==> config.mk <==
export PLATFORM = sky130hd
export DESIGN_NAME = single_rx_uart
export DESIGN_NICKNAME = d
export VERILOG_FILES = /design/src/rtl/single_rx_uart.sv
export SDC_FILE = /design/constraint.sdc
export NUM_CORES = 1
export LEC_CHECK = 0
export CAP_MARGIN = 30
export CORE_MARGIN = 1
export CORE_UTILIZATION = 54
export CTS_CLUSTER_SIZE = 24
export DETAILED_ROUTE_END_ITERATION = 6
export GPL_ROUTABILITY_DRIVEN = 1
export PLACE_DENSITY = 0.83
export SLEW_MARGIN = 10
export SYNTH_ARGS = -nofsm -noshare
export SYNTH_HDL_FRONTEND = slang
export SYNTH_SLANG_ARGS = --single-unit
==> constraint.sdc <==
create_clock -name clk -period 2.25 [get_ports clk]
set_input_delay 0.225 -clock clk [delete_from_list [all_inputs] [get_ports clk]]
set_output_delay 0.225 -clock clk [all_outputs]
set_load 0.01 [all_outputs]
==> src/rtl/single_rx_uart.sv <==
// Single-channel UART receiver: 2-flop input synchroniser, mid-bit sampling,
// optional parity check, stop-bit check and a one-cycle strobe per frame.
module single_rx_uart #(
    parameter int    CLOCK     = 10_000_000,
    parameter int    BAUD      = 1_000_000,
    parameter string PARITY    = "NO",
    parameter string FIRST_BIT = "LSB"
) (
    input  logic       clk,
    input  logic       reset,
    input  logic       rxd,
    output logic [7:0] rx_data,
    output logic       valid,
    output logic       parity_err,
    output logic       frame_err,
    output logic       busy
);

    localparam int factor_int = (CLOCK + BAUD / 2) / BAUD;
    localparam int half_int   = factor_int / 2;
    localparam int cnt_w      = $clog2(factor_int);

    localparam logic [cnt_w-1:0] cnt_bit_end  = cnt_w'(factor_int - 1);
    localparam logic [cnt_w-1:0] cnt_half_end = cnt_w'(half_int - 1);

    localparam bit par_en    = (PARITY != "NO");
    localparam bit par_odd   = (PARITY == "ODD");
    localparam bit msb_first = (FIRST_BIT == "MSB");

    typedef enum logic [2:0] {
        IDLE,
        START,
        DATA,
        PAR,
        STOP,
        BREAK
    } state_t;

    state_t           state;
    logic [cnt_w-1:0] cnt;
    logic [2:0]       bit_idx;
    logic [7:0]       shreg;
    logic             par_err_q;
    logic             rxd_m;
    logic             rxd_s;

    // Synchroniser resets to the idle-high line level so reset never looks like a start bit.
    always_ff @(posedge clk or negedge reset) begin
        if (!reset) begin
            rxd_m <= 1'b1;
            rxd_s <= 1'b1;
        end else begin
            rxd_m <= rxd;
            rxd_s <= rxd_m;
        end
    end

    always_ff @(posedge clk or negedge reset) begin
        if (!reset) begin
            state      <= IDLE;
            cnt        <= '0;
            bit_idx    <= '0;
            shreg      <= '0;
            par_err_q  <= 1'b0;
            rx_data    <= '0;
            valid      <= 1'b0;
            parity_err <= 1'b0;
            frame_err  <= 1'b0;
        end else begin
            valid <= 1'b0;
            case (state)
                IDLE: begin
                    if (!rxd_s) begin
                        state <= START;
                        cnt   <= '0;
                    end
                end
                START: begin
                    if (cnt == cnt_half_end) begin
                        cnt <= '0;
                        if (!rxd_s) begin
                            state   <= DATA;
                            bit_idx <= '0;
                        end else begin
                            state <= IDLE;
                        end
                    end else begin
                        cnt <= cnt + 1'b1;
                    end
                end
                DATA: begin
                    if (cnt == cnt_bit_end) begin
                        cnt   <= '0;
                        shreg <= msb_first ? {shreg[6:0], rxd_s} : {rxd_s, shreg[7:1]};
                        if (bit_idx == 3'd7) begin
                            state <= par_en ? PAR : STOP;
                        end else begin
                            bit_idx <= bit_idx + 1'b1;
                        end
                    end else begin
                        cnt <= cnt + 1'b1;
                    end
                end
                PAR: begin
                    if (cnt == cnt_bit_end) begin
                        cnt       <= '0;
                        par_err_q <= (^shreg) ^ rxd_s ^ par_odd;
                        state     <= STOP;
                    end else begin
                        cnt <= cnt + 1'b1;
                    end
                end
                // Leaving at mid-stop-bit leaves half a bit to catch a back-to-back start edge.
                STOP: begin
                    if (cnt == cnt_bit_end) begin
                        cnt        <= '0;
                        rx_data    <= shreg;
                        parity_err <= par_en & par_err_q;
                        frame_err  <= ~rxd_s;
                        valid      <= 1'b1;
                        state      <= rxd_s ? IDLE : BREAK;
                    end else begin
                        cnt <= cnt + 1'b1;
                    end
                end
                BREAK: begin
                    if (rxd_s) begin
                        state <= IDLE;
                    end
                end
                default: begin
                    state <= IDLE;
                end
            endcase
        end
    end

    assign busy = (state != IDLE);

endmodule

==> summary.txt <==
Setup path
  – Crit-path max cell delay: 0.50 ns
  – Worst Path Max Fanout: 11
  – Slowest-stage cell, CP: dfrtp_1
  – WP data arrival: 1.70 ns
  – Setup CP Type: reg2out
  – Kind of start point of the critical path: flip-flop
  – CP Data Required Time: 2.03 ns
  – CP cell instances: nor2_1 > nand2_1 > clkdlybuf4s50_1
  – Crit. End Element: primary output
  – Worst Path Buf+Inv: 1
  – Top delay family on crit path: flip-flops

Timing
  – Setup TNS: 0 ns
  – Max Clock Freq: 0.518 GHz
  – Period utilisation layout: 85.8%
  – Worst rel slew slack: 66.4%
  – Setup WS post-layout: 0.320 ns
  – RSZ-0062 raised after global routing: no
  – Final hold viol count: 0
  – Final setup fails: 0
  – Clk_skew: 0.00674 ns
  – Slew at the pin with the worst max-slew slack: 0.502 ns
  – Min Tclk post-route: 1.93 ns
  – Final Slew Violations: 0

Cells and area
  – Fillers: 157
  – Commonest cells after routing, fill and taps aside: 28 x dfrtp_1, 16 x mux2_2, 13 x clkdlybuf4s50_1
  – Util after Layout: 68.8%
  – Commonest non-fill, non-tap cell in the layout: dfrtp_1
  – Final net count: 132
  – Register area: 753 sq um
  – Multi-input gate area: 537 sq um
  – Antenna diode count: 0
  – Proportion of layout cells with a drive suffix above 1: 25.8%
  – Area grow syn2layout: 17.0%
  – Post-Layout Cell Count: 152

Logic synthesis
  – Post-synthesis async set-or-reset flop share: 100%
  – Netlist Area Pre-Place: 1340 sq um
  – Yosys top cell area share: 52.3%
  – Synth top area cells: dfrtp_1 52%, mux2_2 13%, ha_1 4.7%
  – Post-synth top area cell: dfrtp_1
  – Synthesized Nets: 116
  – Distinct cells, synth: 33
  – Syn avg cell area: 12.4 sq um
  – Post-synthesis sequential area ratio: 56.3%
  – Number of flops mapped to enable cells by yosys: 0
  – YS warnings: 0
  – Post-Syn Instances: 108
  – #FFs+latches synth: 30
  – Post-synth top flop: dfrtp_1

Placed design
  – Placed insts: 145
  – Port bufs: 13
  – GP Congestion: 0.871
  – Post-DP HPWL: 1640 um
  – DP Worst Slack: 0.396 ns

Clock tree
  – H-tree depth: 2
  – CTS resizes: 0
  – Hold_buf cts: 0
  – Count of clock tree sinks: 30
  – Total CTS buffers: 5
  – CTS root buf: clkbuf_4
  – Clock transition at path regs: 0.09 ns
  – Max Buffers Root-to-Sink: 2
  – CTS tree: yes
  – Clock Latency Late Sink: 0.33 ns
  – Post-CTS setup buffer count: 0

Pwr
  – Leakage: 0.000767 uW
  – Pwr dens: 918 nW/um^2
  – Pwr Total: 1440 uW
  – Max VDD drop: 0.806 mV

Detailed routing
  – Post-DRT Antenna Nets: 0
  – WL final: 2250 um
  – Iteration-0 DRC Markers: 13
  – Routed WL per cell: 14.8 um
  – Via density: 5.68
  – Vias: 864
  – DRC viols: 0
  – Drt first pass iters: 4

Run status
  – Status: completed

GRT
  – GRT Util Overall: 22.2%
  – Grt ovf: 0
  – Global-route wire length before repair: 4020 um
  – Initial antenna violation count: 0
  – Vias in the first global route: 891
  – Maximum number of pins on one net before global-route repair: 31

Floorplanning
  – Number of cell rows: 17
  – DIE HEIGHT: 51.8 um
  – Die Area: 2680 sq um
  – Core Footprint: 2280 sq um
  – # IOs: 15
  – Starting Density: 58.8%
  – Die Wd: 51.8 um

Hold path
  – Hold Path Class: in2async

Run
  – Max-Cap Viols: 0
-- routing by layer --
metal / wire length (um) / global-route usage, % / vias up
met5: 0 / 0 / -
met4: 53 / 12.2 / 0
met3: 140 / 9.36 / 7
met2: 1160 / 35.7 / 27
met1: 900 / 24.9 / 422
li1: - / - / 408
-- cell type report --
class	instances	share of cell area (%)
clock buffer	6	3.27
clock inverter	1	1.92
inverter	6	1.44
multi-input combinational	67	34.3
sequential	30	48.1
tap	28	2.24
timing repair buffer	14	8.79
-- where the power goes --
group          switching (uW)  total (uW)  leakage, uW  internal [uW]
registers                87.0         687     0.000404            600
logic                     171         321     0.000318            149
clock network             173         431    0.0000443            258
-- stage by stage --
stage / hold slack, ns / cell area, sq um
5_1_grt: 0.283 / 1570
3_5_place_dp: 0.348 / 1490
6_report: 0.272 / 1570
4_1_cts: 0.274 / 1570
2_1_floorplan: -0.0706 / 1340
3_3_place_gp: 0.347 / 1490
-- kinds of logic after synthesis --
kind of cell	share of synthesized area, %
AOI/OAI and AO/OA	9.07
muxes	15.3
and+or+nand+nor	10.7
buffers and inverters	3.64
other	0.280
adders and majority gates	4.67
DFF	56.3
-- final timing paths --
| path | from | end | slack [ns] | cells after the start |
|---|---|---|---|---|
| worst max-delay path | state[1]$_DFFE_PN0P_ | busy | 0.32 | 3 |
| worst min register to register | rxd_m$_DFF_PN1_ | rxd_s$_DFF_PN1_ | 0.36 | 0 |
| worst min-delay path | reset | state[2]$_DFFE_PN0P_ | 0.27 | 2 |
| min in group clk | rxd | rxd_m$_DFF_PN1_ | 0.30 | 1 |
| max in group asynchronous | reset | rxd_m$_DFF_PN1_ | 1.67 | 2 |
| worst max register to register | cnt[1]$_DFFE_PN0P_ | rx_data[1]$_DFFE_PN0P_ | 0.36 | 5 |
-- Yosys cell counts (2+ instances only) --
| library cell | count |
|---|---|
| a22o_1 | 4 |
| nand3b_1 | 2 |
| nand2_1 | 7 |
| dfrtp_1 | 28 |
| nand3_1 | 4 |
| inv_1 | 5 |
| ha_1 | 5 |
| buf_2 | 3 |
| o21ai_0 | 5 |
| dfstp_2 | 2 |
| nor2_1 | 6 |
| mux2_2 | 16 |
-- flip-flops by register name, summed over array words and instances, names as in the netlist --
register / cells
rx_data: 8
shreg: 8
cnt: 4
bit_idx: 3
state: 3
frame_err: 1
rxd_m: 1
rxd_s: 1
valid: 1
No activity file was read; power rests on OpenSTA's default activity.
